### src/rtl/breakout_pkg.sv
// Shared breakout game encodings and default sizing.
// Latency: n/a (declarations only).
// Backpressure: n/a.
package breakout_pkg;

    typedef enum logic [2:0] {
        SERVE = 3'd0,
        PLAY  = 3'd1,
        LOST  = 3'd2,
        WIN   = 3'd3,
        OVER  = 3'd4
    } game_state_e;

    localparam int         NUM_BRICKS_DFLT  = 12;
    localparam logic [1:0] START_LIVES_DFLT = 2'd3;
    localparam logic [9:0] NO_BRICK_CODE    = 10'd15;

endpackage

### src/rtl/brick_tracker_score_counter.sv
// Saturating score register; packed BCD when BRICK_TRACKER_SCORE_BCD_EN is defined, else binary.
// Latency: score reflects clr/inc one clk after the qualifying edge.
// Backpressure: none; inc is accepted every cycle, clr wins over inc.
module score_counter
    import breakout_pkg::*;
#(
    parameter int SCORE_W = 8
) (
    input  logic               clk,
    input  logic               reset,
    input  logic               clr,
    input  logic               inc,
    output logic [SCORE_W-1:0] score
);

    logic [SCORE_W-1:0] score_nxt;

`ifdef BRICK_TRACKER_SCORE_BCD_EN
    localparam int                 DIGITS    = SCORE_W / 4;
    localparam logic [SCORE_W-1:0] ALL_NINES = {DIGITS{4'h9}};

    logic bcd_carry;

    // Ripple a +1 through the digits; stop once a digit absorbs the carry.
    always_comb begin
        score_nxt = score;
        bcd_carry = 1'b1;
        if (score != ALL_NINES) begin
            for (int d = 0; d < DIGITS; d++) begin
                if (bcd_carry) begin
                    if (score[4*d +: 4] == 4'd9) begin
                        score_nxt[4*d +: 4] = 4'd0;
                    end else begin
                        score_nxt[4*d +: 4] = score[4*d +: 4] + 4'd1;
                        bcd_carry           = 1'b0;
                    end
                end
            end
        end
    end
`else
    always_comb begin
        score_nxt = (score == '1) ? score : score + 1'b1;
    end
`endif

    always_ff @(posedge clk or posedge reset) begin
        if (reset) begin
            score <= '0;
        end else if (clr) begin
            score <= '0;
        end else if (inc) begin
            score <= score_nxt;
        end
    end

endmodule

### src/rtl/brick_tracker.sv
// Breakout brick/score/lives tracker and game FSM; BCD score via BRICK_TRACKER_SCORE_BCD_EN.
// Latency: all outputs registered, updated 1 clk after a tick edge; ball_serve is a 1-clk pulse.
// Backpressure: none; inputs are sampled only on tick and never stalled.
module brick_tracker
    import breakout_pkg::*;
#(
    parameter int         NUM_BRICKS  = NUM_BRICKS_DFLT,
    parameter int         SCORE_W     = 8,
    parameter logic [1:0] START_LIVES = START_LIVES_DFLT,
    parameter logic [9:0] LOST_Y      = 10'd2,
    parameter logic [9:0] NO_BRICK    = NO_BRICK_CODE
) (
    input  logic                  clk,
    input  logic                  reset,
    input  logic                  tick,
    input  logic                  start,
    input  logic [9:0]            ball_x,
    input  logic [9:0]            ball_y,
    input  logic [9:0]            brick_num,
    output logic [NUM_BRICKS-1:0] brick_status,
    output logic [SCORE_W-1:0]    score,
    output logic [1:0]            lives,
    output logic [2:0]            game_state,
    output logic                  ball_en,
    output logic                  ball_serve
);

    game_state_e           state;
    logic [NUM_BRICKS-1:0] hit_mask;
    logic [NUM_BRICKS-1:0] bricks_left;
    logic                  hit;
    logic                  score_inc;
    logic                  score_clr;
    logic                  unused_ball_x;

    // Horizontal position plays no part in brick bookkeeping.
    assign unused_ball_x = ^ball_x;

    // One-hot decode; out-of-range indices (NO_BRICK included) decode to nothing.
    always_comb begin
        hit_mask = '0;
        if (brick_num != NO_BRICK) begin
            for (int i = 0; i < NUM_BRICKS; i++) begin
                if (brick_num == 10'(i)) hit_mask[i] = 1'b1;
            end
        end
    end

    assign hit         = |(hit_mask & brick_status);
    assign bricks_left = brick_status & ~hit_mask;
    assign score_inc   = tick && (state == PLAY) && hit;
    assign score_clr   = tick && start && ((state == WIN) || (state == OVER));
    assign game_state  = state;

    always_ff @(posedge clk or posedge reset) begin
        if (reset) begin
            state        <= SERVE;
            brick_status <= '1;
            lives        <= START_LIVES;
            ball_en      <= 1'b0;
            ball_serve   <= 1'b0;
        end else begin
            ball_serve <= 1'b0;
            if (tick) begin
                case (state)
                    SERVE: begin
                        if (start) begin
                            ball_serve <= 1'b1;
                            ball_en    <= 1'b1;
                            state      <= PLAY;
                        end
                    end
                    PLAY: begin
                        if (hit) brick_status <= bricks_left;
                        // Clearing the last brick outranks losing the ball on the same tick.
                        if (hit && (bricks_left == '0)) begin
                            ball_en <= 1'b0;
                            state   <= WIN;
                        end else if (ball_y < LOST_Y) begin
                            ball_en <= 1'b0;
                            state   <= LOST;
                        end
                    end
                    LOST: begin
                        if (lives <= 2'd1) begin
                            lives <= 2'd0;
                            state <= OVER;
                        end else begin
                            lives <= lives - 2'd1;
                            state <= SERVE;
                        end
                    end
                    WIN, OVER: begin
                        if (start) begin
                            brick_status <= '1;
                            lives        <= START_LIVES;
                            ball_serve   <= 1'b1;
                            ball_en      <= 1'b1;
                            state        <= PLAY;
                        end
                    end
                    default: begin
                        ball_en <= 1'b0;
                        state   <= SERVE;
                    end
                endcase
            end
        end
    end

    score_counter #(
        .SCORE_W(SCORE_W)
    ) u_score (
        .clk  (clk),
        .reset(reset),
        .clr  (score_clr),
        .inc  (score_inc),
        .score(score)
    );

endmodule

### config.mk
export PLATFORM = sky130hd
export DESIGN_NAME = brick_tracker
export DESIGN_NICKNAME = d
export VERILOG_FILES = /design/src/rtl/breakout_pkg.sv /design/src/rtl/brick_tracker_score_counter.sv /design/src/rtl/brick_tracker.sv
export SDC_FILE = /design/constraint.sdc
export NUM_CORES = 1
export LEC_CHECK = 0
export CAP_MARGIN = 10
export CORE_UTILIZATION = 41
export CTS_CLUSTER_DIAMETER = 120
export DETAILED_ROUTE_END_ITERATION = 8
export PLACE_DENSITY_LB_ADDON = 0.08
export SETUP_SLACK_MARGIN = 0.3
export SYNTH_ARGS = -nofsm -noshare
export SYNTH_HDL_FRONTEND = slang
export SYNTH_SLANG_ARGS = --single-unit
export TNS_END_PERCENT = 50
### constraint.sdc
create_clock -name clk -period 1.8 [get_ports clk]
set_input_delay 0.36 -clock clk [delete_from_list [all_inputs] [get_ports clk]]
set_output_delay 0.36 -clock clk [all_outputs]
set_load 0.02 [all_outputs]
==> results.cfg <==
[run_status]
status = complete, but fails checks
violations = negative setup slack

[route]
vias = 2023
antenna_left = 0
wl_um = 5610
routedWlPerCell_um = 15.2
routed_via_density = 5.48
drt-pass1-iter-count = 4
drc = 0
first_iter_violations = 145

[timing]
finalClockSkew_ns = 0.00217
tns_ns = -0.629
fin_crit_sh_pct = 107
rsz0062_at_grt = true
fin_crit_ns = 1.92
finalSetupViolCount = 12
worst_pin_slew_ns = 0.413
max_freq_mhz = 520
fin_ws_ns = -0.123
slew_viol_final = 0
hold_viol_final = 0
slew_headroom_pct = 72.2

[min_path]
hp-class = primary input to async pin

[synth]
ys_async_sr_fraction_pct = 100
syn_nets = 239
postSynthCellCount = 204
ys.flop_type = dfstp_2
synth.yosys.seq_area_share_pct = 39.9
synthesis.area_um2 = 1740
avgSynthCellArea_um2 = 8.53
ys_types = 48
ys_ff_latch = 27
synth-edff-count = 0
synth_warnings = 0

[clocking]
clockBufferDepth = 2
clock-sinks = 27
cts_hold_buf = 0
clockRootBuffer = clkbuf_8
numCtsBuffers = 3
clkSlewWorstSetupHoldPaths_ns = 0.09
clk_latency_ns = 0.27
cts_tree = built
htreeDepth = 1

[floorplan]
fp-row-count = 23
die_w_um = 67.1
core_area_um2 = 4030
dieArea_um2 = 4510
dieHeight_um = 67.1
initial_utilization_pct = 43.2
ioPinCount = 61

[critical_path]
reg2reg_from = brick_status[6]
r2r_end = u_score.score[0]
reg2regPathDepth = 9
rrSetupSlack_ns = -0.09
cp_cell_sequence = clkdlybuf4s15_2, buf_6, inv_1, nand4_1, nand2_1, buf_4, nor4_1, nor4_2, buf_4, a41oi_1
critical_path.max_fanout = 10
slowest_stage = nor4_1
crit_path_end_kind = flop
crit_top_cell = buf_4
worstSetupPathType = primary input to flop
path_delay_family = buffers and inverters
slowest_delay_ns = 0.40
startpoint_type = primary input
required_ns = 2.00
critPathBufInv = 5
worstPathArrival_ns = 2.12

[placed_design]
gp_congestion = 0.884
place_inst = 347
hpwl_um = 3800
port_buffers = 49

[layout]
stdcell_count = 369
layout.cells.most_common_list = buf_4, nor2_1, nand2_1, buf_6, a21oi_1
nets = 355
area.growth.synth_to_final_pct = 73.5
drive_gt1_share_pct = 45.5
final_util_pct = 74.9
num_antenna_cells = 0
layout_commonest_cell = buf_4

[grt]
antenna_found_initial = 0
grt_usage_pct = 25.9
grt-ovfl-total = 0
grt_pass1_vias = 1875
grt_pass1_wl_um = 8780
grt_max_degree = 28

[pwr]
p_leak_nw = 1.34
peakVddDrop_mv = 0.421
power_density_nw_per_um2 = 565

[flow_run]
max_cap_viol_count = 0
metrics by stage:
step,instance area (µm²),power [mW],setup WS (ns),hold slack (ns)
detailed placement,2690,1.27,-0.667,0.493
CTS,2920,1.66,-0.0566,0.463
global placement,2690,1.26,-0.628,0.492
finish,3020,1.70,-0.123,0.450
floorplan,1790,0.983,-0.0438,0.402
global route,3020,1.79,-0.194,0.507
synth_stat cells, types with 3 or more instances:
cell,n,area [µm²]
nand2_1,23,86.3
buf_2,4,20.0
or3_1,3,18.8
nor4_1,5,31.3
a21oi_1,21,105
o211ai_1,4,30.0
inv_1,4,15.0
nor3_1,3,15.0
nor2b_1,4,25.0
dfstp_2,14,368
nand4_1,4,25.0
nand3_1,7,35.0
nand2b_1,3,18.8
xor2_1,3,26.3
nor2_1,31,116
dfrtp_1,13,325
o21ai_0,13,65.1
nor3b_1,3,22.5
power breakdown:
part | leakage (nW) | switching [mW] | internal (mW)
clock | 0.0228 | 0.194 | 0.159
sequential | 0.316 | 0.0301 | 0.674
combinational | 1.00 | 0.323 | 0.324
cells by family after synthesis:
family                     count (synthesis)  share of synthesized area, %
AOI/OAI and AO/OA                         60                          22.8
xor gates and xnor gates                   3                          1.51
adders and majority gates                  1                         0.719
buffers and inverters                     11                          3.31
DFF                                       27                          39.9
muxes                                      3                          1.80
and+or+nand+nor                           99                          30.0
state kept, by name (all words and copies together), names as in the netlist:
register       count
game_state         3
u_score.score      8
ball_en            1
ball_serve         1
brick_status      12
lives              2
worst max path at each step:
stage / from / slack (ns) / endpoint / cells past startpoint
floorplan: brick_num[6] / -0.04 / u_score.score[5] / 7
global placement: brick_num[1] / -0.63 / u_score.score[4] / 10
detailed placement: brick_num[1] / -0.67 / game_state[0] / 9
CTS: brick_status[11] / -0.06 / game_state[0] / 7
global route: brick_num[3] / -0.19 / brick_status[9] / 10
finish: brick_num[3] / -0.12 / brick_status[9] / 10
metal layers:
metal / track usage (%) / vias up / wire length, µm
met5: 0 / - / 0
met4: 8.24 / 0 / 199
met3: 2.87 / 20 / 215
met2: 44.0 / 70 / 2760
met1: 34.2 / 944 / 2430
li1: - / 989 / -
worst min-delay path: cells and delay by family:
| family | cells | cell delay (ns) |
|---|---|---|
| buffers and inverters | 3 | 0.78 |
layout make-up:
| cell class | instances | area [µm²] |
|---|---|---|
| multi-input cells | 166 | 1180 |
| inverters | 4 | 15.0 |
| fillers | 301 | 1010 |
| clock buffers | 4 | 45.0 |
| repair buffers | 118 | 1020 |
| flip-flops and latches | 27 | 696 |
| well taps | 50 | 62.6 |
repair_timing:
action	4_1_cts	5_1_grt
resized for setup	138	26
hold endpoints to repair	0	0
endpoints found under the setup margin	51	36
pin swaps	23	19
cloned	1	0
setup buffers	16	1
Power figures use the tool's default switching activity.
